## config.mk

```make
export PLATFORM = sky130hd
export DESIGN_NAME = deserializer
export DESIGN_NICKNAME = d
export VERILOG_FILES = /design/src/rtl/deserializer.sv
export SDC_FILE = /design/constraint.sdc
export NUM_CORES = 1
export LEC_CHECK = 0
export ABC_AREA = 1
export CAP_MARGIN = 30
export CORE_UTILIZATION = 45
export DETAILED_ROUTE_END_ITERATION = 10
export PLACE_DENSITY_LB_ADDON = 0.05
export SKIP_CTS_REPAIR_TIMING = 1
export SLEW_MARGIN = 30
export SYNTH_ARGS = -nofsm -noshare
export SYNTH_HDL_FRONTEND = slang
export SYNTH_SLANG_ARGS = --single-unit
```

## constraint.sdc

```tcl
create_clock -name CLK -period 3 [get_ports CLK]
set_input_delay 0.45 -clock CLK [delete_from_list [all_inputs] [get_ports CLK]]
set_output_delay 0.45 -clock CLK [all_outputs]
set_load 0.03 [all_outputs]
```

## src/rtl/deserializer.sv

```systemverilog
// Receive side of the 19-bit serial address/data link: resynchronises the
// serial stream, rebuilds {ADDR, DATA} frames and queues them on a valid/ready port.
module deserializer #(
  parameter int unsigned SYNC_STAGES = 2,
  parameter int unsigned FIFO_DEPTH  = 4
) (
  input  logic        CLK,
  input  logic        RST,
  input  logic        SERIAL_IN,
  input  logic        LAST_BIT_IN,
  output logic [2:0]  OUT_ADDR,
  output logic [15:0] OUT_DATA,
  output logic        OUT_VALID,
  input  logic        OUT_READY,
  output logic [15:0] FRAME_COUNT,
  output logic        ERR_SHORT,
  output logic        ERR_OVERFLOW,
  input  logic        CLR_ERR
);

  localparam int unsigned FRAME_W = 19;
  localparam int unsigned BC_W    = 5;
  localparam int unsigned PTR_W   = (FIFO_DEPTH > 1) ? $clog2(FIFO_DEPTH) : 1;
  localparam int unsigned CNT_W   = PTR_W + 1;

  logic w_s_data;
  logic w_s_last;

  // Input synchronisers (bypassed when the source already runs on CLK)
  generate
    if (SYNC_STAGES == 0) begin : g_nosync
      assign w_s_data = SERIAL_IN;
      assign w_s_last = LAST_BIT_IN;
    end else if (SYNC_STAGES == 1) begin : g_sync1
      logic r_sync_data;
      logic r_sync_last;
      always_ff @(posedge CLK or posedge RST) begin
        if (RST) begin
          r_sync_data <= 1'b0;
          r_sync_last <= 1'b0;
        end else begin
          r_sync_data <= SERIAL_IN;
          r_sync_last <= LAST_BIT_IN;
        end
      end
      assign w_s_data = r_sync_data;
      assign w_s_last = r_sync_last;
    end else begin : g_syncn
      logic [SYNC_STAGES-1:0] r_sync_data;
      logic [SYNC_STAGES-1:0] r_sync_last;
      always_ff @(posedge CLK or posedge RST) begin
        if (RST) begin
          r_sync_data <= '0;
          r_sync_last <= '0;
        end else begin
          r_sync_data <= {r_sync_data[SYNC_STAGES-2:0], SERIAL_IN};
          r_sync_last <= {r_sync_last[SYNC_STAGES-2:0], LAST_BIT_IN};
        end
      end
      assign w_s_data = r_sync_data[SYNC_STAGES-1];
      assign w_s_last = r_sync_last[SYNC_STAGES-1];
    end
  endgenerate

  logic [FRAME_W-2:0] r_sr;
  logic               r_last_q;
  logic [BC_W-1:0]    r_bc;

  logic               w_end;
  logic               w_short;
  logic [FRAME_W-1:0] w_frame;

  assign w_end   = w_s_last & ~r_last_q;
  // Counting the bit arriving this cycle, fewer than FRAME_W bits is short
  assign w_short = (r_bc < BC_W'(FRAME_W - 1));
  assign w_frame = {r_sr, w_s_data};

  always_ff @(posedge CLK or posedge RST) begin
    if (RST) begin
      r_sr     <= '0;
      r_last_q <= 1'b0;
      r_bc     <= '0;
    end else begin
      r_sr     <= {r_sr[FRAME_W-3:0], w_s_data};
      r_last_q <= w_s_last;
      if (w_end) begin
        r_bc <= '0;
      end else if (r_bc != BC_W'(FRAME_W)) begin
        r_bc <= r_bc + BC_W'(1);
      end
    end
  end

  // Output queue: registered head plus a backing ring holding FIFO_DEPTH-1 words
  logic [FRAME_W-1:0] r_mem [FIFO_DEPTH];
  logic [PTR_W-1:0]   r_rd_ptr;
  logic [PTR_W-1:0]   r_wr_ptr;
  logic [CNT_W-1:0]   r_bq_cnt;
  logic [FRAME_W-1:0] r_head;
  logic               r_head_valid;

  logic w_bq_empty;
  logic w_full;
  logic w_pop;
  logic w_push;
  logic w_ovf;
  logic w_take;
  logic w_bq_rd;
  logic w_bq_wr;

  assign w_bq_empty = (r_bq_cnt == '0);
  assign w_full     = r_head_valid & (r_bq_cnt == CNT_W'(FIFO_DEPTH - 1));
  assign w_pop      = r_head_valid & OUT_READY;
  assign w_push     = w_end & ~w_short & (~w_full | w_pop);
  assign w_ovf      = w_end & ~w_short & w_full & ~w_pop;
  assign w_take     = ~r_head_valid | w_pop;
  assign w_bq_rd    = w_take & ~w_bq_empty;
  assign w_bq_wr    = w_push & ~(w_take & w_bq_empty);

  always_ff @(posedge CLK) begin
    if (w_bq_wr) begin
      r_mem[r_wr_ptr] <= w_frame;
    end
  end

  always_ff @(posedge CLK or posedge RST) begin
    if (RST) begin
      r_rd_ptr     <= '0;
      r_wr_ptr     <= '0;
      r_bq_cnt     <= '0;
      r_head       <= '0;
      r_head_valid <= 1'b0;
    end else begin
      if (w_bq_wr) begin
        r_wr_ptr <= r_wr_ptr + PTR_W'(1);
      end
      if (w_bq_rd) begin
        r_rd_ptr <= r_rd_ptr + PTR_W'(1);
      end
      case ({w_bq_wr, w_bq_rd})
        2'b10:   r_bq_cnt <= r_bq_cnt + CNT_W'(1);
        2'b01:   r_bq_cnt <= r_bq_cnt - CNT_W'(1);
        default: r_bq_cnt <= r_bq_cnt;
      endcase
      // Refill the head whenever it is empty or being consumed
      if (w_take) begin
        if (!w_bq_empty) begin
          r_head       <= r_mem[r_rd_ptr];
          r_head_valid <= 1'b1;
        end else if (w_push) begin
          r_head       <= w_frame;
          r_head_valid <= 1'b1;
        end else begin
          r_head_valid <= 1'b0;
        end
      end
    end
  end

  logic [15:0] r_frame_count;
  logic        r_err_short;
  logic        r_err_overflow;

  // Sticky flags: a new error in the clear cycle keeps the flag set
  always_ff @(posedge CLK or posedge RST) begin
    if (RST) begin
      r_frame_count  <= '0;
      r_err_short    <= 1'b0;
      r_err_overflow <= 1'b0;
    end else begin
      if (w_push) begin
        r_frame_count <= r_frame_count + 16'd1;
      end
      if (w_end & w_short) begin
        r_err_short <= 1'b1;
      end else if (CLR_ERR) begin
        r_err_short <= 1'b0;
      end
      if (w_ovf) begin
        r_err_overflow <= 1'b1;
      end else if (CLR_ERR) begin
        r_err_overflow <= 1'b0;
      end
    end
  end

  assign OUT_VALID    = r_head_valid;
  assign OUT_ADDR     = r_head[FRAME_W-1:16];
  assign OUT_DATA     = r_head[15:0];
  assign FRAME_COUNT  = r_frame_count;
  assign ERR_SHORT    = r_err_short;
  assign ERR_OVERFLOW = r_err_overflow;

endmodule
```

[Yosys cells after proc, flatten, opt, wreduce, memory -nomap -nowiden]
Memory sizes are Yosys's and may differ from the RTL's.
Cells that the tools add are included.
Storage, ports and cells
  bits in registers: 73
  RAM bits: 76
  output and inout port bits: 38
  word-level logic and storage cells: 64
  memories: 1
Memories
  r_mem: depth 4, bits a word 19, rd ports 1, clocked after Yosys merged registers in 0, wr ports 1, RTL line 95  | logic [FRAME_W-1:0] r_mem [FIFO_DEPTH];
Operators by class
  $add $sub $neg: 6
  magnitude comparators: 1
  eq/ne operators: 5
  mux-type cells: 12
  bitwise gates (word level): 20
  reduce and logical (&&, ||, !) cells: 6
Operator list (count)
  19-bit two-way mux: 2
  16-bit by 1-bit adder with 16-bit output, second input constant: 1
  1-bit AND: 11
  5-bit two-way mux: 2
  2-bit nonzero test: 4
  1-bit two-way mux: 7
  1-bit NOT: 7
  3-bit case mux with 2 select lines: 1
  5-bit by 1-bit adder with 5-bit output, second input constant: 1
  5-bit less-than comparator, second input constant: 1
  5-bit != test, second input constant: 1
  2-bit by 1-bit adder with 2-bit output, second input constant: 2
  3-bit by 1-bit adder with 3-bit output, second input constant: 1
  3-bit by 2-bit equality test with 1-bit output, second input constant: 1
  3-bit zero test: 1
  3-bit by 1-bit subtractor with 3-bit output, second input constant: 1
  2-bit by 1-bit equality test with 1-bit output, second input constant: 1
  2-bit equality test, second input constant: 1
  2-bit by 1-bit != test with 1-bit output, second input constant: 1
  1-bit OR: 2
  2-bit AND reduction: 1

[Logic depth before layout (Yosys ltp)]
Gate-level depths: netlist of run 1.
  depth in word-level cells: 8
  gate-level depth with buffers: 11
  mapped depth without buffers: 11

[Least setup slack after synthesis of run 1]
OpenSTA, ideal clock, no wires.
  path type: register to register
  start: register r_head_valid (netlist: OUT_VALID)
  end: memory r_mem[0][0] (enable)
  library setup time: 0.395 ns
  data arrival time: 1.874 ns
  required time: 2.605 ns
  setup slack: 0.731 ns
  cell stages (with the launch flop): 6
  path buffers: 0
  path through: dfrtp_1 nand2_1 nor2_1 nor2_2 nand2_2 nor2_1
Between the ends
  word-level cells in the longest chain between the ends: 7
  elaborated cells on any way between the ends: 12
  those cells by class: mux (2); bitwise (10)
Ends and longest elaborated chain
  start: declaration: RTL line 100  | logic r_head_valid;
  start signal: assignment: RTL line 132  | r_head_valid <= 1'b0;
  start signal: assignment: RTL line 149  | r_head_valid <= 1'b1;
  start signal: assignment: RTL line 152  | r_head_valid <= 1'b1;
  1-bit AND (tied with other cells): RTL line 112  | assign w_full = r_head_valid & (r_bq_cnt == CNT_W'(FIFO_DEPTH - 1));
  1-bit NOT or 1-bit OR (tied branches): RTL line 114, 116
  1-bit OR or 1-bit AND (tied branches): RTL line 114, 118
  1-bit AND or 1-bit NOT (tied branches): RTL line 114, 118
  1-bit AND *: RTL line 118  | assign w_bq_wr = w_push & ~(w_take & w_bq_empty);
  1-bit two-way mux *: RTL line 121  | if (w_bq_wr) begin
  1-bit two-way mux (not written as such) *: RTL line 122  | r_mem[r_wr_ptr] <= w_frame;
  end: declaration: RTL line 95
Mark *: on every way between the ends. The rest lies on a longest branch, timed or not.

[Worst setup path after layout of run 1]
  start: input OUT_READY
  end: register r_bq_cnt[2]
Between the ends
  word-level cells in the longest chain between the ends: 7
  elaborated cells on any way between the ends: 12
  those cells by class: eq/ne (2); mux (1); bitwise (8); reduce/logical (1)
Ends and longest elaborated chain
  start: declaration: RTL line 14  | input logic OUT_READY,
  1-bit AND *: RTL line 113  | assign w_pop = r_head_valid & OUT_READY;
  1-bit OR: RTL line 116  | assign w_take = ~r_head_valid | w_pop;
  1-bit AND: RTL line 118
  1-bit NOT: RTL line 118
  1-bit AND: RTL line 118
  2-bit by 1-bit equality test with 1-bit output or 2-bit equality test (tied branches): RTL line 140  | case ({w_bq_wr, w_bq_rd})
  3-bit case mux with 2 select lines or 2-bit nonzero test (tied branches)
  end signal: assignment: RTL line 141  | 2'b10: r_bq_cnt <= r_bq_cnt + CNT_W'(1);
  end signal: assignment: RTL line 142  | 2'b01: r_bq_cnt <= r_bq_cnt - CNT_W'(1);
  end signal: assignment: RTL line 143  | default: r_bq_cnt <= r_bq_cnt;
  end: declaration: RTL line 98  | logic [CNT_W-1:0] r_bq_cnt;
Marked as above.
A chain may end at the register's enable or synchronous reset.

==> metrics.yaml, run 1 <==
multi_input_area_um2: 1740
worst_pin_slew_ps: 630.3
place_ws_ps: 406.7
comb_power_share_pct: 31.1
syn_area_per_cell_um2: 10.36
drt_iter0_markers: 251
post-route-drc-count: 0
chipWidth_um: 118.5
syn_inst: 590
ys_seq_area_share_pct: 67.24
port_buffers: 43
clk_latency_ps: 420
min_period_over_period_pct: 71.83
setup_ws_ps: 845.0
fin_tns_setup_ps: 0
total_power_mw: 6.977
dieArea_um2: 14050
dieHeight_um: 118.5
firstDrtPassIters: 4
worstSetupPathType: "primary input to flip-flop"
synth.distinct_cells: 27
seq_area_um2: 4109
overflow: 0
grt_pass1_wl_um: 20450
status: "complete, no violations"
peakVddDrop_uv: 448.1
fin_area_um2: 7377
holdWs_ps: 352.1
cp_max_fo: 7
dpl-instance-area_um2: 6751
grt_setup_unrepaired: "no"
clockBufferDepth: 2
nNetsFinal: 657
relSlewSlack_pct: 57.94
grt_pass1_vias: 4120
drv_cap: 0
drt_wl_total_um: 12130
finalHoldViolCount: 0
area_growth_pct: 20.72
p_leak_nw: 3.098
netlist_area_um2: 6111
clkPwrFrac_pct: 31.9
end_kind: "flip-flop"
crit_arrival_ps: 2450
ys_ff_latch: 149
root_buffer: "clkbuf_16"
final.min_clock_period_ps: 2155
p_sw_share_pct: 34.10
slew_viol_final: 0
avgRoutedWirePerCell_um: 14.57
htreeDepth: 4
gp_congestion: 0.7750
antenna_found_initial: 0
drive_above_1_share_pct: 7.927
rows: 42
start_util_pct: 46.15
cellInternalPower_mw: 4.598
via_count: 4075
p_per_area_nw_per_um2: 945.8
clk_pin_slew_worst_paths_ps: 60
yosysWarnings: 0
r2r_cells: 11
cts_buffers: 17
grtUsageTotal_pct: 19.22
crit_path_start_kind: "primary input"
crit_required_ps: 3290
seq_power_share_pct: 37.0
max_freq_mhz: 464.0
worstHoldPathType: "flip-flop to flip-flop"
grt_max_degree: 41
fill_cells: 1143
min_path_cells: 0
net-switching-power_mw: 2.379
cts_num_sinks: 149
finalClockSkew_ps: 6.630
setup_viol: 0
pin_count: 44
drtAntennaViolNets: 0
via_per_inst: 4.898
dpl.hpwl_um: 7303
core-area_um2: 13240
syn_nets: 604
cts_tree: "yes"
diodes: 0
==> sequential cells by signal (all words and copies together), names as in the netlist <==
signal	cells
ERR_OVERFLOW	1
r_bq_cnt	3
r_sr	18
r_mem	76
r_head	19
g_syncn.r_sync_data	2
r_last_q	1
OUT_VALID	1
r_bc	5
ERR_SHORT	1
FRAME_COUNT	16
g_syncn.r_sync_last	2
r_rd_ptr	2
r_wr_ptr	2
==> cells in the final DEF, fill, tap and decap left out, drive strengths merged, types with 12 or more instances in the layout <==
cell type / n
buf: 13
clkbuf: 22
clkdlybuf4s50: 43
dfrtp: 73
edfxtp: 76
inv: 37
nand2: 234
nand3: 73
nor2: 25
o21ai: 12
==> cell type report <==
type                    count  area share, %
well taps                 176          2.985
clock buffers              22          6.428
flip-flops and latches    149          55.70
repair buffers             56          7.327
clock inverters            10          2.052
inverters                  37          1.917
multi-input cells         382          23.59
==> cells in the mapped netlist <==
cell | n | share of area, %
a21oi_1 | 5 | 0.41
buf_1 | 1 | 0.061
buf_2 | 9 | 0.74
buf_4 | 7 | 0.86
clkbuf_1 | 5 | 0.31
dfrtp_1 | 73 | 30
edfxtp_1 | 76 | 37
fa_1 | 1 | 0.33
ha_1 | 7 | 1.4
inv_1 | 34 | 2.1
inv_2 | 2 | 0.12
inv_4 | 1 | 0.10
nand2_1 | 231 | 14
nand2_2 | 3 | 0.31
nand3_1 | 73 | 6.0
nand3b_1 | 2 | 0.25
nand4_1 | 5 | 0.51
nor2_1 | 23 | 1.4
nor2_2 | 1 | 0.10
nor2_4 | 1 | 0.18
nor3_1 | 4 | 0.33
nor3_4 | 1 | 0.27
o21a_1 | 1 | 0.12
o21ai_0 | 12 | 0.98
o22ai_1 | 1 | 0.10
xnor2_1 | 4 | 0.57
xor2_1 | 7 | 1.0
==> path summary, 6_finish.rpt <==
check                                          to  slack [ps]                    from
min in group asynchronous            ERR_OVERFLOW         410                     RST
min reg2reg                g_syncn.r_sync_data[1]         350  g_syncn.r_sync_data[0]
max reg2reg                           r_bq_cnt[2]         900                 r_bc[2]
max                                   r_bq_cnt[2]         840               OUT_READY
min                        g_syncn.r_sync_data[1]         350  g_syncn.r_sync_data[0]
max in group asynchronous                 r_sr[5]        1990                     RST
==> logic make-up after synthesis <==
family | count (synthesis) | share of synthesized area, %
compound gates | 19 | 1.618
flops | 149 | 67.24
simple gates | 344 | 23.53
fa+ha+maj | 8 | 1.761
buf+inv | 59 | 4.279
xor+xnor | 11 | 1.577
==> metal layers <==
layer	routed length (um)	global-route usage, %
met5	0	0
met2	5694	29.02
met3	608	5.019
met1	5650	26.38
met4	172	7.991
==> per-stage QoR <==
step	util (%)	cells
floorplan	-	590
global route	55.71	832
CTS	55.71	832
global placement	50.98	800
detailed placement	50.98	800
finish	55.71	832
==> worst max-delay path, stage by stage <==
cell             delay [ps]
clkdlybuf4s50_1         390
inv_1                    50
nand2_1                 130
nor2_1                  210
nor2_2                   70
nand2_2                 130
ha_1                    170
inv_1                    70
fa_1                    380
a21oi_1                 140
o21ai_0                 110
xor2_1                  150
==> power groups by stage <==
stage	sequential (mW)	clock (mW)	combinational [mW]
CTS	2.58	2.27	2.22
global placement	2.61	0	2.19
finish	2.58	2.23	2.17
global route	2.62	2.36	2.45
floorplan	2.87	0	1.23
detailed placement	2.61	0	2.21
Note: power is estimated with default switching activity, not from simulation.
==> run 2, diff against run 1 <==
==> constraint.sdc (replaced) <==
create_clock -name CLK -period 2.1 [get_ports CLK]
set_input_delay 0.315 -clock CLK [delete_from_list [all_inputs] [get_ports CLK]]
set_output_delay 0.315 -clock CLK [all_outputs]
set_load 0.03 [all_outputs]
==> metrics.yaml, run 2 (synthesis gave the netlist of run 1 again) <==
net-switching-power_mw: 3.461  # was 2.379 mW
slew_viol_final: 0  # unchanged
critPathCapture: "r_bq_cnt[2]"  # unchanged
firstDrtPassIters: 4  # unchanged
comb_power_share_pct: 33.7  # was 31.1%
pin_count: 44  # unchanged
worst_path_most_repeated_cell: "nor2_2"  # was inv_1
fin_tns_setup_ps: 0  # unchanged
htreeDepth: 4  # unchanged
diodes: 0  # unchanged
crit_required_ps: 2390  # was 3290 ps
gp_congestion: 0.7829  # was 0.7750
worstReg2RegStart: "r_bc[2]"  # unchanged
cts_buffers: 17  # unchanged
finish.utilization_pct: 56.32  # was 55.71%
clockBufferDepth: 2  # unchanged
relSlewSlack_pct: 74.02  # was 57.94%
chipWidth_um: 118.5  # unchanged
area_growth_pct: 22.05  # was 20.72%
seq_power_share_pct: 37.6  # was 37.0%
setup_ws_ps: 133.1  # was 845.0 ps
crit_path_start_kind: "flip-flop"  # was primary input
dieHeight_um: 118.5  # unchanged
status: "complete, no violations"  # unchanged
crit_arrival_ps: 2250  # was 2450 ps
p_sw_share_pct: 35.28  # was 34.10%
r2r_cells: 11  # unchanged
peakVddDrop_uv: 603.7  # was 448.1 uV
grt_setup_unrepaired: "no"  # unchanged
r2r_end: "r_bq_cnt[2]"  # unchanged
crit_path_max_incr_delay_ps: 410  # was 390 ps
final.min_clock_period_ps: 1967
largest_reg_flops: 76  # unchanged
grtUsageTotal_pct: 19.82  # was 19.22%
clk_pin_slew_worst_paths_ps: 60  # about the same
port_buffers: 43  # unchanged
grt_max_degree: 41  # unchanged
max_freq_mhz: 508.4
drtAntennaViolNets: 0  # unchanged
final_common_cell: "nand2_1"  # unchanged
dpl.hpwl_um: 7659  # was 7303 um
avgRoutedWirePerCell_um: 14.79  # was 14.57 um
via_per_inst: 4.901  # was 4.898
worst_pin_slew_ps: 389.1  # was 630.3 ps
dp_cells: 811  # was 800
holdWs_ps: 303.3  # was 352.1 ps
min_period_over_period_pct: 93.66
nNetsFinal: 671  # was 657
finalClockSkew_ps: 12.02  # was 6.630 ps
post-route-drc-count: 0  # unchanged
cellInternalPower_mw: 6.349  # was 4.598 mW
cts_num_sinks: 149  # unchanged
p_per_area_nw_per_um2: 1315  # was 945.8 nW/um2
antenna_found_initial: 0  # unchanged
grt_pass1_vias: 4034  # was 4120
critPathSlowestCell: "dfrtp_1"  # was clkdlybuf4s50_1
setup_viol: 0  # unchanged
drive_above_1_share_pct: 10.00  # was 7.927%
finalHoldViolCount: 0  # unchanged
root_buffer: "clkbuf_16"  # unchanged
layout_common_cells: "231 x nand2_1, 76 x edfxtp_1, 73 x dfrtp_1, 73 x nand3_1, 43 x clkdlybuf4s50_1"  # unchanged
core-area_um2: 13240  # unchanged
grt_pass1_wl_um: 20930  # was 20450 um
crit_chain: "nor2_2, nand2_1, nand3_1, nor2_2, nand2_2, ha_1, inv_1, fa_2, a21oi_2, o21ai_0, xor2_1"  # was clkdlybuf4s50_1, inv_1, nand2_1, nor2_1, nor2_2, nand2_2, ha_1, inv_1, fa_1, a21oi_1, o21ai_0, xor2_1
clkPwrFrac_pct: 28.8  # was 31.9%
rows: 42  # unchanged
cts_tree: "yes"  # unchanged
p_leak_nw: 3.135  # was 3.098 nW
end_kind: "flip-flop"  # unchanged
cp-startpoint: "r_bc[2]"  # was OUT_READY
layoutNonFillerInstCount: 846  # was 832
via_count: 4146  # was 4075
rrSetupSlack_ps: 130  # was 900 ps
clk_latency_ps: 420  # about the same
drt_wl_total_um: 12520  # was 12130 um
cp_max_fo: 3  # was 7
place_ws_ps: -232.2  # was 406.7 ps
drv_cap: 0  # unchanged
start_util_pct: 46.15  # unchanged
dieArea_um2: 14050  # unchanged
worstSetupPathType: "flip-flop to flip-flop"  # was primary input to flip-flop
largestRegisters: "r_mem (76), r_head (19), r_sr (18)"  # unchanged
regMostFlops: "r_mem"  # unchanged
drt_iter0_markers: 278  # was 251
worstHoldPathType: "primary input to async pin"  # was flip-flop to flip-flop
overflow: 0  # unchanged
run 2: layout make-up:
class	instances	area [um2]
clock inverter	12	112.6
inverter	37	145.1
timing repair buffer	70	683.2
fill	1171	5784
clock buffer	20	436.7
multi-input combinational	382	1752
sequential	149	4109
tap	176	220.2
run 2: worst min path at each step:
stage / start / endpoint / cells after the start
floorplan: g_syncn.r_sync_data[0] / g_syncn.r_sync_data[1] / 0
global placement: g_syncn.r_sync_data[0] / g_syncn.r_sync_data[1] / 0
detailed placement: g_syncn.r_sync_data[0] / g_syncn.r_sync_data[1] / 0
CTS: RST / FRAME_COUNT[5] / 3
global route: RST / r_wr_ptr[1] / 3
finish: RST / FRAME_COUNT[0] / 3
run 2: power groups by stage:
stage / clock network (mW) / logic [mW] / registers, mW
floorplan: 0 / 1.76 / 4.10
global placement: 0 / 3.23 / 3.72
detailed placement: 0 / 3.28 / 3.74
CTS: 2.89 / 3.30 / 3.69
global route: 3.03 / 3.71 / 3.73
finish: 2.82 / 3.30 / 3.69
run 2: per-stage QoR:
stage          instance area, um2  total power [mW]
2_1_floorplan                6115             5.857
3_3_place_gp                 6875             6.957
3_5_place_dp                 6875             7.016
4_1_cts                      7425             9.867
5_1_grt                      7458             10.47
6_report                     7458             9.810
run 2: critical path: cells and delay by family, from the launching register on:
kind	cells	cell delay, ps
flip-flops	1	410
adder cells (fa/ha/maj)	2	490
XOR/XNOR	1	160
buffers and inverters	1	60
AO/OA/AOI/OAI	2	240
AND/OR/NAND/NOR	5	490
run 2: layer usage:
layer  wire (um)  vias up  global-route usage, %  share of wire [%]
met3         372       12                  4.440                3.0
met2        5881       64                  29.97                 47
met1        6122     2005                  27.67                 49
met5           0        -                      0                  0
met4         139        0                  8.307                1.1
li1            -     2065                      -                  -
==> run 3, diff against run 2 <==
==> constraint.sdc (replaced) <==
create_clock -name CLK -period 2.3 [get_ports CLK]
set_input_delay 0.345 -clock CLK [delete_from_list [all_inputs] [get_ports CLK]]
set_output_delay 0.345 -clock CLK [all_outputs]
set_load 0.03 [all_outputs]
==> metrics.yaml, run 3 (synthesis gave the netlist of run 1 again) <==
fill_cells: 1156  # was 1171
clockBufferDepth: 2  # unchanged
finalClockSkew_ps: 12.58  # was 12.02 ps
clk_latency_ps: 420  # about the same
slew_viol_final: 0  # unchanged
holdWs_ps: 270.7  # was 303.3 ps
dpl.hpwl_um: 7402  # was 7659 um
cts_buffers: 17  # unchanged
start_util_pct: 46.15  # unchanged
htreeDepth: 4  # unchanged
via_per_inst: 4.830  # was 4.901
fin_area_um2: 7475  # was 7458 um2
total_power_mw: 9.148  # was 9.810 mW
clk_pin_slew_worst_paths_ps: 60  # about the same
dieArea_um2: 14050  # unchanged
port_buffers: 43  # unchanged
critPathSlowestCell: "dfrtp_1"  # unchanged
drive_above_1_share_pct: 8.321  # was 10.00%
final.min_clock_period_ps: 2041  # was 1967 ps
min_period_over_period_pct: 88.72  # was 93.66%
setup_ws_ps: 259.4  # was 133.1 ps
pin_count: 44  # unchanged
layoutNonFillerInstCount: 837  # was 846
place_ws_ps: -48.97  # was -232.2 ps
crit_arrival_ps: 2330  # was 2250 ps
setup_viol: 0  # unchanged
avgRoutedWirePerCell_um: 14.66  # was 14.79 um
firstDrtPassIters: 4  # unchanged
worst_pin_slew_ps: 493.5  # was 389.1 ps
dieHeight_um: 118.5  # unchanged
drv_cap: 0  # unchanged
final_common_cell: "nand2_1"  # unchanged
post-route-drc-count: 0  # unchanged
cp_max_fo: 3  # unchanged
crit_required_ps: 2590  # was 2390 ps
max_freq_mhz: 490.1  # was 508.4 MHz
cp_num_buf_inv: 1  # unchanged
layout_common_cells: "231 x nand2_1, 76 x edfxtp_1, 73 x dfrtp_1, 73 x nand3_1, 43 x clkdlybuf4s50_1"  # unchanged
grt_max_degree: 41  # unchanged
root_buffer: "clkbuf_16"  # unchanged
status: "complete, no violations"  # unchanged
grt_pass1_vias: 4068  # was 4034
regMostFlops: "r_mem"  # unchanged
rrSetupSlack_ps: 260  # was 130 ps
area_growth_pct: 22.32  # was 22.05%
gp_congestion: 0.7694  # was 0.7829
core-area_um2: 13240  # unchanged
grtUsageTotal_pct: 19.32  # was 19.82%
rows: 42  # unchanged
p_leak_nw: 3.134  # was 3.135 nW
dpl-instance-area_um2: 6864  # was 6875 um2
worstHoldPathType: "primary input to async pin"  # unchanged
crit_chain: "nor2_1, nand2_1, nand3_1, nor2_2, nand2_2, ha_1, inv_1, fa_1, a21oi_1, o21ai_0, xor2_1"  # was nor2_2, nand2_1, nand3_1, nor2_2, nand2_2, ha_1, inv_1, fa_2, a21oi_2, o21ai_0, xor2_1
nNetsFinal: 662  # was 671
largestRegisters: "r_mem (76), r_head (19), r_sr (18)"  # unchanged
cts_tree: "yes"  # unchanged
diodes: 0  # unchanged
grt_pass1_wl_um: 20560  # was 20930 um
end_kind: "flip-flop"  # unchanged
cts_num_sinks: 149  # unchanged
p_per_area_nw_per_um2: 1224  # was 1315 nW/um2
largest_reg_flops: 76  # unchanged
drtAntennaViolNets: 0  # unchanged
grt_setup_unrepaired: "no"  # unchanged
drt_iter0_markers: 211  # was 278
via_count: 4043  # was 4146
peakVddDrop_uv: 746.2  # was 603.7 uV
relSlewSlack_pct: 67.06  # was 74.02%
crit_path_max_incr_delay_ps: 400  # was 410 ps
critPathTopFamily: "simple AND/OR/NAND/NOR gates"  # unchanged
drt_wl_total_um: 12270  # was 12520 um
dp_cells: 805  # was 811
crit_path_start_kind: "flip-flop"  # unchanged
finalHoldViolCount: 0  # unchanged
chipWidth_um: 118.5  # unchanged
worstSetupPathType: "flip-flop to flip-flop"  # unchanged
antenna_found_initial: 0  # unchanged
overflow: 0  # unchanged
[run 3: changes by cell type in the layout (fill, tap and decap cells not counted), sizes merged]
cell	before	now
buf	27	18
clkinv	9	5
clkbuf	20	23
bufinv	2	4
clkinvlp	2	0
inv	36	37
[run 3: metal layers]
metal	up-vias	share of wire, %	global-route usage (%)
li1	2041	-	-
met1	1946	48	26.44
met2	52	48	30.37
met3	4	3.1	3.716
met4	0	0.46	7.832
met5	-	0	0
[run 3: final cells by class]
| class | instances | area (um2) | area share (%) |
|---|---|---|---|
| sequential | 149 | 4109 | 54.97 |
| tap | 176 | 220.2 | 2.946 |
| clock buffer | 23 | 457.9 | 6.127 |
| timing repair buffer | 61 | 653.1 | 8.738 |
| clock inverter | 9 | 152.6 | 2.042 |
| multi-input combinational | 382 | 1740 | 23.28 |
| inverter | 37 | 141.4 | 1.892 |
[run 3: path summary, 6_finish.rpt]
kind                                          end              startpoint  depth (start not counted)
setup / recovery                      r_bq_cnt[2]                 r_bc[3]                         11
hold / removal                        r_bq_cnt[0]                     RST                          2
setup reg to reg                      r_bq_cnt[2]                 r_bc[3]                         11
hold reg to reg            g_syncn.r_sync_last[1]  g_syncn.r_sync_last[0]                          0
max in group asynchronous                 r_sr[4]                     RST                          3
min in group CLK           g_syncn.r_sync_last[1]  g_syncn.r_sync_last[0]                          0
[run 3: metrics by stage]
stage | utilization (%) | TNS [ps]
3_5_place_dp | 51.83 | -48.97
6_report | 56.44 | 0
5_1_grt | 56.44 | 0
2_1_floorplan | - | 0
4_1_cts | 56.44 | 0
3_3_place_gp | 51.83 | 0
[run 3: where the power goes]
| part | internal (mW) | switching [mW] | total [mW] |
|---|---|---|---|
| Sequential | 3.12 | 0.231 | 3.35 |
| Combinational | 1.04 | 1.90 | 2.93 |
| Clock | 1.84 | 1.02 | 2.86 |
